`src/rtl/dl_updown_counter.sv`:
```
// dl_updown_counter: up/down counter with runtime limit, wrap/saturate mode, enable prescaler and registered ovf pulse
module dl_updown_counter #(
  parameter int NUM_BITS  = 8,
  parameter int RESET_VAL = 0,
  parameter bit SATURATE  = 1'b0,
  parameter int PRESCALE  = 1
) (
  input  logic                clk,
  input  logic                rst_n,
  input  logic                en,
  input  logic                up,
  input  logic                clr,
  input  logic                load,
  input  logic [NUM_BITS-1:0] load_val,
  input  logic [NUM_BITS-1:0] max_val,
  output logic [NUM_BITS-1:0] q,
  output logic                ovf,
  output logic                at_max,
  output logic                at_zero
);
  localparam int PW = PRESCALE > 1 ? $clog2(PRESCALE) : 1;
  localparam logic [NUM_BITS-1:0] RV = NUM_BITS'(RESET_VAL);
  localparam logic [PW-1:0] PS_LAST = PW'(PRESCALE - 1);
  logic [PW-1:0] ps, ps_nxt;
  logic [NUM_BITS-1:0] q_step, q_nxt;
  logic fire, above, bnd, ovf_nxt;
  assign at_max = q == max_val, at_zero = q == '0;
  // A count left above a lowered max_val snaps to max_val without signalling a boundary
  always_comb begin
    fire = en && ps == PS_LAST;
    above = q > max_val;
    bnd = !above && (up ? at_max : at_zero);
    q_step = above ? max_val : bnd ? (SATURATE ? q : (up ? '0 : max_val)) : (up ? q + NUM_BITS'(1) : q - NUM_BITS'(1));
    q_nxt = clr ? RV : load ? (load_val > max_val ? max_val : load_val) : fire ? q_step : q;
    ps_nxt = (clr || load || fire) ? '0 : en ? ps + PW'(1) : ps;
    ovf_nxt = !clr && !load && fire && bnd;
  end
  always_ff @(posedge clk) begin
    if (!rst_n) begin
      q <= RV;
      ps <= '0;
      ovf <= 1'b0;
    end else begin
      q <= q_nxt;
      ps <= ps_nxt;
      ovf <= ovf_nxt;
    end
  end
endmodule

```
`config.mk`:
```
export PLATFORM = sky130hd
export DESIGN_NAME = dl_updown_counter
export DESIGN_NICKNAME = d
export VERILOG_FILES = /design/src/rtl/dl_updown_counter.sv
export SDC_FILE = /design/constraint.sdc
export NUM_CORES = 1
export LEC_CHECK = 0
export ABC_AREA = 1
export BUFFER_PORTS_ARGS = -buffer_cell sky130_fd_sc_hd__buf_2
export CAP_MARGIN = 20
export CORE_UTILIZATION = 40
export CTS_CLUSTER_SIZE = 16
export DETAILED_ROUTE_END_ITERATION = 12
export SKIP_LAST_GASP = 1
export SYNTH_ARGS = -nofsm -noshare
export SYNTH_HDL_FRONTEND = slang
export SYNTH_SLANG_ARGS = --single-unit
```
`constraint.sdc`:
```
create_clock -name clk -period 3.2 [get_ports clk]
set_input_delay 0.16 -clock clk [delete_from_list [all_inputs] [get_ports clk]]
set_output_delay 0.16 -clock clk [all_outputs]
set_load 0.05 [all_outputs]
```
## Word level (Yosys, flattened, before mapping)

Cells that the tools add are included.

- Bits in registers: 10
- Latch bits: 0
- RAM bits: 0
- Bits in read-only memories: 0
- Input port bits: 22
- Output and inout port bits: 11
- Logic and storage cells: 33
- Memories kept: 0

- Add/sub/neg operators: 3
- Multiply operators: 0
- Div/mod/pow operators: 0
- Order comparisons: 2
- Equality and inequality tests: 1
- Shift-type cells: 0
- Mux-type cells: 8
- Bitwise gates (word level): 2
- Reductions and logical operators: 14

Operators by type and width:

| operator | count |
|---|---|
| two-way mux 8 bit | 7 |
| > comparator 8 bit | 2 |
| adder 8 x 1 -> 8 bit, second input constant | 1 |
| equality test 8 bit | 1 |
| logical NOT 8 bit | 1 |
| subtractor 8 x 1 -> 8 bit, second input constant | 1 |
| logical AND 1 bit | 5 |
| OR reduction 2 bit | 2 |
| logical NOT 1 bit | 3 |
| logical OR 1 bit | 2 |
| NOT 1 bit | 2 |
| nonzero test 2 bit | 1 |
| adder 1 bit, second input constant | 1 |
| two-way mux 1 bit | 1 |

## Logic depth before layout (Yosys ltp)

- Word-level depth: 7
- Gate-level depth with buffers: 15
- Depth with buffers taken out: 15

## Worst setup path after synthesis

Ideal clock, no wire load.

- Kind: reg-to-reg
- Start point: register q[0]
- End point: register q[6]
- Setup time: 0.067 ns
- Arrival time: 2.105 ns
- Required time: 3.133 ns
- Path slack: 1.028 ns
- Stages on the path, launching flop included: 15
- Path buffers: 0
- Clock period less this slack: 2.172 ns
- Cells stage by stage: dfxtp_1 -> inv_1 -> ha_1 -> nand2_1 -> nor2_1 -> nand2_1 -> inv_2 -> nand2_1 -> nand2_2 -> inv_2 -> nand3_1 -> nand2_1 -> nand2_1 -> nand2_1 -> a21oi_2

- Cells in the longest elaborated chain, start to end: 7
- Elaborated cells on any way between the ends: 13
- Those cells by class: add/sub: 2; order compare: 1; eq/ne: 1; mux: 6; reduce/logical: 3

RTL lines:

| what | line | text |
|---|---|---|
| start: declaration | 16 | `output logic [NUM_BITS-1:0] q,` |
| start signal: assignment | 44 | `q <= q_nxt;` |
| equality test 8 bit | 27 | `assign at_max = q == max_val, at_zero = q == '0;` |
| via at_max | 18 | `output logic at_max,` |
| two-way mux 1 bit | 32 | `bnd = !above && (up ? at_max : at_zero);` |
| logical AND 1 bit | 32 |  |
| two-way mux 8 bit (2 in series) | 33 | `q_step = above ? max_val : bnd ? (SATURATE ? q : (up ? '0 : max_val)) : (up ? q + NUM_BITS'(1) : q - NUM_BITS' ...` |
| two-way mux 8 bit (2 in series) | 34 | `q_nxt = clr ? RV : load ? (load_val > max_val ? max_val : load_val) : fire ? q_step : q;` |

The timed path passes the listed nets, and every way through them passes these cells. The select of a mux whose other input is x is not followed.
A chain may end at the register's enable or synchronous reset.

## Worst setup path after layout

- Start point: register q[0]
- End point: register q[7]

- Cells in the longest elaborated chain, start to end: 7
- Elaborated cells on any way between the ends: 13
- Those cells by class: add/sub: 2; order compare: 1; eq/ne: 1; mux: 6; reduce/logical: 3

RTL lines:

| what | line | text |
|---|---|---|
| > comparator 8 bit, or another cell as far along | 31 | `above = q > max_val;` |
| logical NOT 1 bit / two-way mux 1 bit (equally long branches) | 32 |  |
| logical AND 1 bit | 32 |  |
| two-way mux 8 bit | 33 |  |
| two-way mux 8 bit (*) | 33 |  |
| two-way mux 8 bit (*) (2 in series) | 34 |  |

Every way passes the cells marked *; elsewhere a longest branch is shown, timed or not. The select of a mux whose other input is x is not followed.

==> results.md <==
- Fin. max-slew vios: 0
- CTS root buf: clkbuf_8
- Worst VDD drop: 0.249 mV
- Core area: between 0.003 and 0.004 mm²
- Final min period: between 2 and 2.5 ns
- First-pass GRT wire length: approximately 6700 µm
- Initial Util: a little over two fifths
- Critical path capture point type: flop
- Post-synth top flop: dfxtp_1
- Die area: 0.00400 mm²
- WS Path Type: reg2reg
- Hold_buf cts: 0
- CP Data Arrival Time: around 2.2 ns
- Yosys top cell by area: ha_1
- Vias/cell: 4.84
- Post-synth ARST share: 0%
- Dominant cells by area after synthesis: ha_1 (18%), nand2_1 (15%), dfxtp_1 (13%)
- Total grt overflow: 0
- Drt total wl: ~3700 µm
- Routability Congestion: approximately 0.86
- Die Y: around 63 µm
- Diode count: 0
- Endpoint of the worst-slack reg-to-reg timing path: q[7]
- Seq/Total Area, Yosys: 13.3%
- Residual DRC count: 0
- Clock-pin slew on the worst setup and hold paths: 0.05 ns
- Slew headroom: between 60 and 70%
- Largest net degree at the start of global routing: 17
- Max Cap Viol: 0
- Period utilisation layout: a little under two thirds
- CP Data Required Time: ~3.3 ns
- Final ANT Viol Nets: 0
- Fin Hold WS: about 0.09 ns
- Critical Path End: q[7]
- Slowest cell on the critical path: dfxtp_1
- Reg-to-reg critical path startpoint: q[0]
- Nets: about 320
- Worst-path fanout max: 11
- DR WL/cell: 11.6 µm
- Worst reg-to-reg path cell count: 10
- FF+latch count, synth: 10
- Die width: 63.2 µm
- CP peak stage delay: between 0.4 and 0.5 ns
- Ports: 33
- Routed vias: about 1500
- Area growth syn-to-layout: 14.9%
- Critical-path cell list: inv_1, ha_1, nand2_1, nor2_1, nand2_1, nand2_1, nand2_1, a21oi_1, o21a_1, nor2_1
- Final setup viols: 0
- Clock tree buffer depth: 2
- Netlist cell types: 30
- Final Cell Area: about 0.0017 mm²
- Synth Net Count: ~290
- Crit-path most repeated cell: nand2_1
- DR iter-0 viols: 73
- Synthesized cell area: between 0.0015 and 0.002 mm²
- Setup TNS: 0 ns
- Top-count cell post-synth: nand2_1
- Crit. Startpoint: q[0]
- Status: complete, no violations
- Clock Latency Late Sink: 0.24 ns
- Post-route setup slack: 1.16 ns
- Pre-CTS setup slack: around 1.2 ns
- Post-Route Skew: ~0.0026 ns
- Power Dens Cells: between 300 and 400 mW/mm²
- I/O Buffers: 32
- Share of layout cells above drive strength 1: about a fifth
- Post-DP HPWL: 3110 µm
- Final Hold Violating Endpoints: 0
- LEAKAGE: ~1 nW
- RSZ-0062 raised after global routing: no
- Gate Count Post-Synth: 240
- Worst-margin pin slew: between 0.5 and 0.6 ns
- TritonCTS Sinks: 10
- Most instantiated cells after synthesis: nand2_1 (61), inv_1 (33), nor2_1 (25)
- Post-synth EDFFs: 0
- Antenna violations before repair: 0
- TritonCTS Buffers: 3
- Top-area cell type share of the netlist area: between 10% and 20%
- Worst reg-to-reg setup slack: between 1 and 1.5 ns
- Placed Area: 0.00168 mm²
- Setup crit start kind: flop
- Setup bufs post-CTS: 0
- Number of global-route vias before repair: between 1000 and 1500
- H-tree Lvls: 1
- Yosys Warn Count: 0
- Resize count post-CTS: 0
- Achievable Freq: a little under 0.5 GHz
- Syn avg cell area: between 6 and 7 µm²
- Rows: 21
- Tot GR Track Use: between 20% and 30%
- Hold WC Path Type: in2reg
- CTS tree: done
- First drt pass iteration count: 4
[worst max-delay path, delay by kind of cell, from the launching register on]
| family | cells | cell delay (ns) |
|---|---|---|
| adder cells (fa/ha/maj) | 1 | 0.29 |
| buffers and inverters | 1 | 0.13 |
| AND/OR/NAND/NOR | 6 | 0.77 |
| flip-flops | 1 | 0.43 |
| AO/OA/AOI/OAI | 2 | 0.32 |
[layer usage]
metal	part of all wire (%)	vias to the layer above	track usage, %
met1	52	656	28.7
met4	0.63	0	4.26
li1	-	842	-
met2	43	33	33.7
met3	4.1	4	4.53
met5	0	-	0
[how the worst min path moves through the flow]
stage	depth (start not counted)	end	start
2_1_floorplan	1	ps	en
3_3_place_gp	2	ps	en
3_5_place_dp	2	ps	en
4_1_cts	2	ps	en
5_1_grt	2	ps	en
6_report	2	ps	en
[cells in the final DEF, fill, tap and decap left out, drive strengths merged]
master / Yosys / layout
a21o: 1 / 1
o21ai: 13 / 13
o21bai: 1 / 1
nor4b: 1 / 1
fa: 1 / 1
nand4: 4 / 4
nand3b: 1 / 1
nand3: 24 / 24
nor4: 1 / 1
buf: 3 / 32
nand2: 66 / 66
xor2: 4 / 4
clkbuf: 1 / 3
ha: 22 / 22
a21oi: 19 / 19
inv: 37 / 37
nor2: 28 / 28
dfxtp: 10 / 10
o21a: 3 / 3
[power breakdown]
| group | switching (mW) | internal, mW | total, mW |
|---|---|---|---|
| combinational | 0.184 | 0.0978 | 0.282 |
| clock | 0.0517 | 0.0826 | 0.134 |
| sequential | 0.0103 | 0.132 | 0.142 |
| total | 0.246 | 0.312 | 0.559 |
[stage by stage]
stage / power (mW) / std cells / utilization, %
2_1_floorplan: 0.364 / 240 / -
5_1_grt: 0.613 / 317 / 49.7
3_3_place_gp: 0.428 / 314 / 48.5
6_report: 0.559 / 317 / 49.7
3_5_place_dp: 0.427 / 314 / 48.5
4_1_cts: 0.562 / 317 / 49.7
[logic make-up (layout without fill, tap and decap cells)]
family | after synthesis | after routing | share of synthesized area (%)
compound gates | 37 | 37 | 14.3
xor+xnor | 4 | 4 | 2.34
fa+ha+maj | 23 | 23 | 19.7
buf+inv | 41 | 72 | 11.6
flops | 10 | 10 | 13.3
simple gates | 125 | 125 | 38.8
[flip-flops by register name (all words and copies together), names as in the netlist]
| signal | cells |
|---|---|
| ovf | 1 |
| ps | 1 |
| q | 8 |
[cell type report]
cell class / count / area, µm²
Inverter: 37 / 139
Multi-Input combinational cell: 189 / 1130
Tap cell: 46 / 57.6
Sequential cell: 10 / 200
Timing Repair Buffer: 32 / 160
Clock buffer: 3 / 41.3
Fill cell: 382 / 1740
Power figures use the tool's default switching activity.
